==> src/rtl/cmul_sched_7.sv <==
// Round-robin scheduler sharing one complex multiplier between two butterfly lanes.
// Grants a lane, drives operands/enable, waits for ready (or times out), returns the result.
module cmul_sched_7 #(
  parameter int MIN_LAT = 2,
  parameter int TIMEOUT = 63
) (
  input  logic        clk,
  input  logic        rst,
  input  logic [1:0]  req,
  input  logic [11:0] op0_a,
  input  logic [11:0] op0_b,
  input  logic [11:0] op0_c,
  input  logic [11:0] op0_d,
  input  logic [11:0] op1_a,
  input  logic [11:0] op1_b,
  input  logic [11:0] op1_c,
  input  logic [11:0] op1_d,
  output logic [1:0]  gnt,
  output logic [11:0] mul_a,
  output logic [11:0] mul_b,
  output logic [11:0] mul_c,
  output logic [11:0] mul_d,
  output logic        mul_en,
  input  logic        mul_rdy,
  input  logic [23:0] mul_re,
  input  logic [23:0] mul_im,
  output logic        rsp_valid,
  output logic        rsp_id,
  output logic [23:0] rsp_re,
  output logic [23:0] rsp_im,
  output logic        rsp_err,
  output logic        busy,
  output logic [1:0]  state_dbg
);

  localparam int CW = $clog2(TIMEOUT + 1);

  typedef enum logic [1:0] {S_IDLE, S_LOAD, S_BUSY, S_RESP} state_t;

  state_t      state_q, state_d;
  logic [1:0]  gnt_q, gnt_d;
  logic [11:0] mul_a_q, mul_a_d, mul_b_q, mul_b_d, mul_c_q, mul_c_d, mul_d_q, mul_d_d;
  logic        mul_en_q, mul_en_d;
  logic        rsp_valid_q, rsp_valid_d;
  logic        rsp_id_q, rsp_id_d;
  logic [23:0] rsp_re_q, rsp_re_d, rsp_im_q, rsp_im_d;
  logic        rsp_err_q, rsp_err_d;
  logic        busy_q, busy_d;
  logic [CW-1:0] cnt_q, cnt_d;
  logic        cur_id_q, cur_id_d;
  logic        last_id_q, last_id_d;
  logic        win;

  always_comb begin
    state_d     = state_q;
    gnt_d       = 2'b00;
    mul_a_d     = mul_a_q;
    mul_b_d     = mul_b_q;
    mul_c_d     = mul_c_q;
    mul_d_d     = mul_d_q;
    mul_en_d    = mul_en_q;
    rsp_valid_d = 1'b0;
    rsp_id_d    = rsp_id_q;
    rsp_re_d    = rsp_re_q;
    rsp_im_d    = rsp_im_q;
    rsp_err_d   = rsp_err_q;
    busy_d      = busy_q;
    cnt_d       = cnt_q;
    cur_id_d    = cur_id_q;
    last_id_d   = last_id_q;
    win         = 1'b0;
    case (state_q)
      S_IDLE: begin
        if (req != 2'b00) begin
          // On a tie the lane that did not win last time goes next.
          win       = (req == 2'b11) ? ~last_id_q : req[1];
          mul_a_d   = win ? op1_a : op0_a;
          mul_b_d   = win ? op1_b : op0_b;
          mul_c_d   = win ? op1_c : op0_c;
          mul_d_d   = win ? op1_d : op0_d;
          cur_id_d  = win;
          last_id_d = win;
          gnt_d     = win ? 2'b10 : 2'b01;
          mul_en_d  = 1'b1;
          busy_d    = 1'b1;
          state_d   = S_LOAD;
        end
      end
      S_LOAD: begin
        cnt_d   = '0;
        state_d = S_BUSY;
      end
      S_BUSY: begin
        cnt_d = (cnt_q == CW'(TIMEOUT)) ? cnt_q : cnt_q + CW'(1);
        // Ready below MIN_LAT may be left over from the previous operation.
        if (mul_rdy && (cnt_q >= CW'(MIN_LAT))) begin
          rsp_re_d    = mul_re;
          rsp_im_d    = mul_im;
          rsp_err_d   = 1'b0;
          rsp_valid_d = 1'b1;
          rsp_id_d    = cur_id_q;
          mul_en_d    = 1'b0;
          state_d     = S_RESP;
        end else if (cnt_q == CW'(TIMEOUT)) begin
          rsp_re_d    = '0;
          rsp_im_d    = '0;
          rsp_err_d   = 1'b1;
          rsp_valid_d = 1'b1;
          rsp_id_d    = cur_id_q;
          mul_en_d    = 1'b0;
          state_d     = S_RESP;
        end
      end
      S_RESP: begin
        busy_d  = 1'b0;
        state_d = S_IDLE;
      end
      default: state_d = S_IDLE;
    endcase
  end

  always_ff @(posedge clk or posedge rst) begin
    if (rst) begin
      state_q     <= S_IDLE;
      gnt_q       <= 2'b00;
      mul_a_q     <= '0;
      mul_b_q     <= '0;
      mul_c_q     <= '0;
      mul_d_q     <= '0;
      mul_en_q    <= 1'b0;
      rsp_valid_q <= 1'b0;
      rsp_id_q    <= 1'b0;
      rsp_re_q    <= '0;
      rsp_im_q    <= '0;
      rsp_err_q   <= 1'b0;
      busy_q      <= 1'b0;
      cnt_q       <= '0;
      cur_id_q    <= 1'b0;
      last_id_q   <= 1'b1;
    end else begin
      state_q     <= state_d;
      gnt_q       <= gnt_d;
      mul_a_q     <= mul_a_d;
      mul_b_q     <= mul_b_d;
      mul_c_q     <= mul_c_d;
      mul_d_q     <= mul_d_d;
      mul_en_q    <= mul_en_d;
      rsp_valid_q <= rsp_valid_d;
      rsp_id_q    <= rsp_id_d;
      rsp_re_q    <= rsp_re_d;
      rsp_im_q    <= rsp_im_d;
      rsp_err_q   <= rsp_err_d;
      busy_q      <= busy_d;
      cnt_q       <= cnt_d;
      cur_id_q    <= cur_id_d;
      last_id_q   <= last_id_d;
    end
  end

  assign gnt       = gnt_q;
  assign mul_a     = mul_a_q;
  assign mul_b     = mul_b_q;
  assign mul_c     = mul_c_q;
  assign mul_d     = mul_d_q;
  assign mul_en    = mul_en_q;
  assign rsp_valid = rsp_valid_q;
  assign rsp_id    = rsp_id_q;
  assign rsp_re    = rsp_re_q;
  assign rsp_im    = rsp_im_q;
  assign rsp_err   = rsp_err_q;
  assign busy      = busy_q;
  assign state_dbg = state_q;

endmodule

==> config.mk <==
export PLATFORM = sky130hd
export DESIGN_NAME = cmul_sched_7
export DESIGN_NICKNAME = d
export VERILOG_FILES = /design/src/rtl/cmul_sched_7.sv
export SDC_FILE = /design/constraint.sdc
export NUM_CORES = 1
export LEC_CHECK = 0
export BUFFER_PORTS_ARGS = -buffer_cell sky130_fd_sc_hd__buf_4
export CORE_MARGIN = 8
export CORE_UTILIZATION = 30
export DETAILED_ROUTE_END_ITERATION = 10
export PLACE_DENSITY_LB_ADDON = 0.05
export SYNTH_ARGS = -nofsm -noshare
export SYNTH_HDL_FRONTEND = slang
export SYNTH_SLANG_ARGS = --single-unit
==> constraint.sdc <==
create_clock -name clk -period 10.23 [get_ports clk]
set_clock_uncertainty 0.2 [all_clocks]
set_input_delay 1.5345 -clock clk [delete_from_list [all_inputs] [get_ports clk]]
set_output_delay 1.5345 -clock clk [all_outputs]
set_load 0.03 [all_outputs]
; ---- Yosys cells after proc, flatten, opt, wreduce, memory -nomap -nowiden
; Index checks and enable logic that the tools add are counted.
[word_totals]
input_bits = 149
wordCells = 69
regBits = 113
out_inout_bits = 105
[classes]
n_lt_le_gt_ge = 1
n_reduce_logical = 13
n_addsub = 1
n_bitwise = 1
mux = 29
n_eq_ne = 8
[ops]
columns = cell, count
row1 = $mux W24, 3
row2 = $mux W12, 4
row3 = $mux W2, 6
row4 = $pmux W6 S2, 1
row5 = $mux W1, 11
row6 = $reduce_and A2 Y1, 5
row7 = $reduce_bool A2 Y1, 5
row8 = $pmux W2 S4, 1
row9 = $add A6 B1 Y6 const B, 1
row10 = $eq A2 B2 Y1 const B, 3
row11 = $eq A6 B6 Y1 const B, 1
row12 = $ge A6 B2 Y1 const B, 1
row13 = $mux W6, 1
row14 = $ne A2 B2 Y1 const B, 2
row15 = $pmux W1 S2, 2
row16 = $ne A3 B3 Y1 const B, 1
row17 = $reduce_and A3 Y1, 1
row18 = $eq A2 B1 Y1 const B, 1
row19 = $logic_not A2 Y1, 1
row20 = $logic_and A1 B1 Y1, 1
row21 = $not A1 Y1, 1

; ---- Longest topological paths before layout
; Gate-level depths: netlist (run 1).
[depth]
ltp_word = 5
mapped_depth = 8
depth_no_buf = 6

; ---- Least setup slack after synthesis (run 1)
; OpenSTA, ideal clock, no wires.
[synth_timing]
path_kind = input-to-reg
from = input port req[1]
to = register mul_a_q[10], in the netlist mul_a[10]
slack_ps = 7473
n_path_buf = 1
setup_ps = 127
required_time_ps = 9903
arrival_time_ps = 2429
cell_stages = 5
path_cell_list = o21ai_2 -> nor2_2 -> buf_2 -> a222oi_1 -> inv_1
[synth_via]
elab_chain_cells = 3
word_cells_on_any_way = 5
classes_between = 1 x eq/ne / 2 x mux / 2 x reduce/logical
[synth_lines]
columns = element, line_no
row1 = from (decl), 9  ; input logic [1:0] req,
row2 = $eq A2 B2 Y1, 76  ; win = (req == 2'b11) ? ~last_id_q : req[1];
row3 = $mux W1, 76
row4 = $mux W12, 77  ; mul_a_d = win ? op1_a : op0_a;
row5 = to (signal assigned), 143  ; mul_a_q <= mul_a_d;
row6 = to (decl), 42  ; logic [11:0] mul_a_q, mul_a_d, mul_b_q, mul_b_d, mul_c_q, mul_c_d, mul_d_q, mul_d_d;
; Parallel ways exist; a longest one is shown, timed or not.
; A chain may end at the register's enable or synchronous reset.

; ---- Worst setup path in the final report (run 1)
[layout_timing]
from = input port req[1]
to = register mul_d_q[5], in the netlist mul_d[5]
[layout_via]
elab_chain_cells = 3
word_cells_on_any_way = 5
classes_between = 1 x eq/ne / 2 x mux / 2 x reduce/logical
[layout_lines]
columns = element, line_no
row1 = $eq A2 B2 Y1, 76
row2 = $mux W1, 76
row3 = $mux W12, 80  ; mul_d_d = win ? op1_d : op0_d;
row4 = to (signal assigned), 146  ; mul_d_q <= mul_d_d;
row5 = to (decl), 42
; Parallel ways exist; a longest one is shown, timed or not.

==> results of run 1 <==
critical path, delay by kind of cell:
family / cells / cell delay (ns)
simple gates: 1 / 0.31
compound gates: 2 / 0.80
buf+inv: 3 / 0.76
how the worst max path moves through the flow:
| stage | endpoint | cells past startpoint | slack, ns |
|---|---|---|---|
| after floorplan | busy | 1 | 5.51 |
| after global placement | mul_d[4] | 6 | 6.51 |
| after detailed placement | mul_d[4] | 6 | 6.45 |
| after CTS | mul_a[8] | 6 | 6.90 |
| after global routing | mul_d[5] | 6 | 6.63 |
| final | mul_d[5] | 6 | 6.88 |
cells in the final DEF, fill, tap and decap left out, drive strengths merged:
cell type    n
and2         1
nand2       33
o21bai       1
nand2b       1
o211ai       3
bufinv       4
nor2         8
clkbuf      19
a21boi       2
ha           6
and3b        1
a21oi        5
clkinvlp     4
o21ai       36
dfstp        1
nor3b        1
o31ai        3
a21o         1
dfrtp      112
o22a         1
clkinv       5
inv         24
buf        258
mux2         2
a31oi        1
a22o        48
mux2i       30
a222oi      18
nor2b        1
nand3        6
nor4         1
logic make-up after synthesis:
logic type               Yosys count  synth area share
buffers and inverters             50            0.0488
AO/OA/AOI/OAI                    119             0.199
adder cells (fa/ha/maj)            6            0.0163
multiplexers                      32            0.0699
flip-flops                       113             0.613
AND/OR/NAND/NOR                   53            0.0531
sequential cells by signal (all words and copies together) (netlist names), 2 cells and up:
register,cells
mul_c,12
rsp_re,24
rsp_im,24
mul_d,12
gnt,2
cnt_q,6
state_dbg,2
mul_a,12
mul_b,12
power groups by stage:
stage / registers, mW / logic [mW] / clock network [mW]
global route: 0.810 / 1.30 / 0.660
detailed placement: 0.785 / 1.22 / 0
finish: 0.782 / 1.20 / 0.621
floorplan: 1.15 / 0.369 / 0
CTS: 0.784 / 1.22 / 0.638
global placement: 0.786 / 1.21 / 0
final cells by class:
cell class / count / area (µm²)
well taps: 188 / 235
multi-input cells: 210 / 1580
inverters: 24 / 92.6
fillers: 1407 / 7840
flip-flops and latches: 113 / 2830
repair buffers: 258 / 1940
clock inverters: 13 / 186
clock buffers: 19 / 443
per-layer routing:
| layer | wire [µm] | vias up | share of wire | global-route usage |
|---|---|---|---|---|
| met5 | 0 | - | 0 | 0 |
| met4 | 68 | 0 | 0.0046 | 0.0446 |
| met3 | 1570 | 4 | 0.11 | 0.0866 |
| met2 | 6920 | 168 | 0.47 | 0.231 |
| met1 | 6130 | 1869 | 0.42 | 0.177 |
| li1 | - | 1870 | - | - |
through the flow:
step,total power [mW],util,worst slack [ns],hold WS (ns),area (µm²)
finish,2.60,0.482,6.88,0.278,7310
global route,2.77,0.482,6.63,0.304,7310
CTS,2.64,0.482,6.90,0.284,7310
detailed placement,2.01,0.441,6.45,0.272,6680
global placement,2.00,0.441,6.51,0.262,6680
floorplan,1.52,-,5.51,0.246,4620
==> flow_summary.toml, run 1 <==
[die]
rows = 45
die_w_um = 140
fp.dieH_um = 140
core_area_um2 = 15100
die-area_um2 = 19600
io-pin-count = 254
start_util = 0.305

[placed_design]
numPortBuffers = 253
gp_congestion = 0.752
dp.cells = 793
dp_hpwl_um = 10900

[yosys]
yosysSeqAreaShare = 0.613
synth-edff-count = 0
syn_nets = 528
synth_ff_type = "dfrtp_1"
synth_area_um2 = 4620
synthCells = 373
yosys_warnings = 0
ys_seq_elements = 113
synth_common_cells = "112 x dfrtp_1, 48 x a22o_1, 34 x o21ai_0"
synth_cell_types = 36
ys_top_cells_by_area = "dfrtp_1 61%, a22o_1 9.1%, mux2i_1 6.5%"
synth_top_area_cell = "dfrtp_1"
avgSynthCellArea_um2 = 12.4
synth_most_common_cell = "dfrtp_1"
yosysTopAreaCellShare = 0.607
synthArstFlopShare = 1.00

[global_route]
grt_max_degree = 75
overflow = 0
grt_pass1_wl_um = 23300
antenna_found_initial = 0
grt.total_usage = 0.151
first_global_vias = 4321

[clock_tree]
cts_setup_buffers = 0
clk_path_buf_depth = 2
cts_tree = "yes"
postCtsResizedCells = 0
cts_buffers = 17
htree_levels = 4
clkSinkCount = 113
clkTransAtPathRegs_ns = 0.05
clk_latency_ns = 0.40
cts_root_buf = "clkbuf_16"
hold_buffers = 0

[setup_path]
worstSetupPathType = "in -> reg"
cp_cell_sequence = "buf_4 -> o21ai_4 -> buf_4 -> nor2_2 -> a222oi_1 -> inv_1"
reg2regPathDepth = 7
crit_required_ns = 10.31
max_stage_delay_ns = 0.55
path_max_fanout = 60
cp-start-kind = "primary input"
reg2reg_slack_ns = 7.54
slowest_stage = "buf_4"
end_kind = "flop"
r2r_end = "mul_d[5]"
cp.arrival_ns = 3.43
worstReg2RegStart = "state_dbg[0]"
crit_top_cell = "buf_4"
critPathLaunch = "req[1]"

[finish]
fin_cells = 825
antenna_cells = 0
drive_gt1_frac = 0.471
final_net_count = 779
syn2layout_area_growth_pct = 58.3

[power]
switchingPower_mw = 1.07
sequentialPowerShare = 0.301
p_int_mw = 1.54
clockPowerShare = 0.239
p_comb_frac = 0.461
power_density_nw_per_um2 = 356
ir_worst_vdd_v = 0.000156
switching_share = 0.409
leakagePower_nw = 3.79

[routing]
antenna_left = 0
first_pass_iters = 8
drcViolationCount = 0
wl_per_cell_um = 17.8
first_iter_violations = 235
via_per_inst = 4.74
totalWireLength_um = 14700
num_vias = 3911

[min_path]
hold_depth = 2
min_to = "mul_c[2]"
hp-class = "reg -> reg"
min-delay-start = "mul_c[2]"

[outcome]
status = "completed"

[timing]
finalCriticalPeriod_ns = 3.35
setup_viol = 0
drv_slew = 0
slew_headroom = 0.367
fin_tns_setup_ns = 0
finalHoldViolations = 0
tightestPinTransition_ns = 0.949
rsz0062_at_grt = "no"
period_share = 0.327
max_freq_ghz = 0.299

[flow_run]
max_cap_viol_count = 0
Power figures use the tool's default switching activity.
==> inputs of run 2 (changes only) <==
==> constraint.sdc (replaced) <==
create_clock -name clk -period 3.3 [get_ports clk]
set_clock_uncertainty 0.2 [all_clocks]
set_input_delay 0.495 -clock clk [delete_from_list [all_inputs] [get_ports clk]]
set_output_delay 0.495 -clock clk [all_outputs]
set_load 0.03 [all_outputs]
==> run 2 against run 1 <==
  * Design area barely moved
  * Sequential cell count did not move
  * Clock power rose to 3.0 times the previous value
  * Non-clock buffer count rose by 2
  * Sequential share of layout area barely moved
  * First-iteration DRC count fell by 9.8%
  * Count of clock-buffer cells in the layout rose by 2
  * Power rose to 3.1 times the previous value
  * Final cell count rose by 0.24%
  * Register-to-register slack got worse by 6.5 ns
==> flow_summary.toml, run 2 (synthesis gave the netlist of run 1 again) <==
[power]
switching_share = 0.409
switchingPower_mw = 3.28
sequentialPowerShare = 0.301
p_comb_frac = 0.468
leakagePower_nw = 3.80
clockPowerShare = 0.232
p_int_mw = 4.73
power_density_nw_per_um2 = 1100
ir_worst_vdd_v = 0.000478

[finish]
final_common_cell = "buf_4"
fin_cells = 827
syn2layout_area_growth_pct = 58.4
final_net_count = 781
n_fill_cell = 1409
antenna_cells = 0
drive_gt1_frac = 0.473
fin_util = 0.483
mostFrequentLayoutCells = "259 x buf_4, 112 x dfrtp_1, 48 x a22o_1"

[routing]
num_vias = 3910
first_pass_iters = 7
via_per_inst = 4.73
first_iter_violations = 212
wl_per_cell_um = 17.8
antenna_left = 0
totalWireLength_um = 14800
drcViolationCount = 0

[die]
fp.dieH_um = 140
core_area_um2 = 15100
io-pin-count = 254
die_w_um = 140
rows = 45
start_util = 0.305
die-area_um2 = 19600

[clock_tree]
hold_buffers = 0
clkSinkCount = 113
htree_levels = 4
cts_setup_buffers = 0
cts_root_buf = "clkbuf_16"
postCtsResizedCells = 0
cts_buffers = 17
clk_path_buf_depth = 2
clkTransAtPathRegs_ns = 0.05
clk_latency_ns = 0.39
cts_tree = "yes"

[setup_path]
end_kind = "flop"
critPathLaunch = "state_dbg[0]"
worstSetupPathType = "reg -> reg"
cp-start-kind = "flop"
reg2regPathDepth = 6
path_max_fanout = 19
cp.arrival_ns = 2.38
worstReg2RegStart = "state_dbg[0]"
r2r_end = "mul_a[8]"
reg2reg_slack_ns = 1.05
crit_required_ns = 3.43

[timing]
slew_headroom = 0.452
fin_tns_setup_ns = 0
period_share = 0.680
finalCriticalPeriod_ns = 2.25
setup_viol = 0
drv_slew = 0
rsz0062_at_grt = "no"
finalHoldViolations = 0
max_freq_ghz = 0.445
tightestPinTransition_ns = 0.822

[global_route]
grt_max_degree = 69
overflow = 0
first_global_vias = 4332
antenna_found_initial = 0
grt.total_usage = 0.149
grt_pass1_wl_um = 23200

[placed_design]
dp_hpwl_um = 11000
dp.cells = 795
numPortBuffers = 253
gp_congestion = 0.730

[outcome]
status = "completed"

[min_path]
hp-class = "in -> async"

[flow_run]
max_cap_viol_count = 0
[run 2: cell types whose count changed in the layout (fill, tap and decap cells not counted), sizes merged]
cell / change
buf: +2
clkbuf: +2
bufinv: -1
clkinv: +1
clkinvlp: -1
inv: -1
[run 2: worst max-delay path: stages, from the launching register on]
cell	delay, ns
dfrtp_1	0.40
inv_1	0.11
ha_1	0.29
o21ai_4	0.18
nor2_2	0.66
a222oi_1	0.23
inv_1	0.09
[run 2: layer usage]
| layer | track usage | part of all wire | vias to the layer above |
|---|---|---|---|
| met2 | 0.230 | 0.47 | 174 |
| met1 | 0.178 | 0.42 | 1855 |
| li1 | - | - | 1873 |
| met4 | 0.0469 | 0.0083 | 0 |
| met3 | 0.0765 | 0.10 | 8 |
| met5 | 0 | 0 | - |
[run 2: per-stage QoR]
stage          worst slack (ns)  hold WS (ns)  power, mW  area [µm²]
3_3_place_gp               1.05         0.262       6.18        6710
3_5_place_dp               1.04         0.266       6.23        6710
6_report                   1.05       0.00678       8.01        7310
4_1_cts                    1.04        0.0176       8.14        7310
2_1_floorplan              1.23         0.246       4.71        4620
5_1_grt                   0.860        0.0489       8.50        7310
[run 2: cell type report]
| class | count | area, µm² | area share |
|---|---|---|---|
| Inverter | 24 | 93.8 | 0.0128 |
| Sequential cell | 113 | 2830 | 0.387 |
| Clock buffer | 21 | 470 | 0.0643 |
| Timing Repair Buffer | 260 | 1960 | 0.269 |
| Tap cell | 188 | 235 | 0.0322 |
| Multi-Input combinational cell | 210 | 1580 | 0.217 |
| Clock inverter | 11 | 135 | 0.0185 |
[run 2: how the worst max path moves through the flow]
stage | cells past startpoint | endpoint | slack, ns
after detailed placement | 6 | mul_a[8] | 1.04
after global placement | 5 | state_dbg[1] | 1.05
final | 6 | mul_a[8] | 1.05
after CTS | 6 | mul_a[8] | 1.04
after floorplan | 1 | busy | 1.23
after global routing | 6 | mul_a[8] | 0.86
[run 2: power groups by stage]
| stage | registers (mW) | logic, mW | clock network [mW] |
|---|---|---|---|
| after floorplan | 3.56 | 1.14 | 0 |
| after global placement | 2.40 | 3.78 | 0 |
| after detailed placement | 2.42 | 3.81 | 0 |
| after CTS | 2.41 | 3.81 | 1.91 |
| after global routing | 2.50 | 4.03 | 1.98 |
| final | 2.41 | 3.75 | 1.86 |
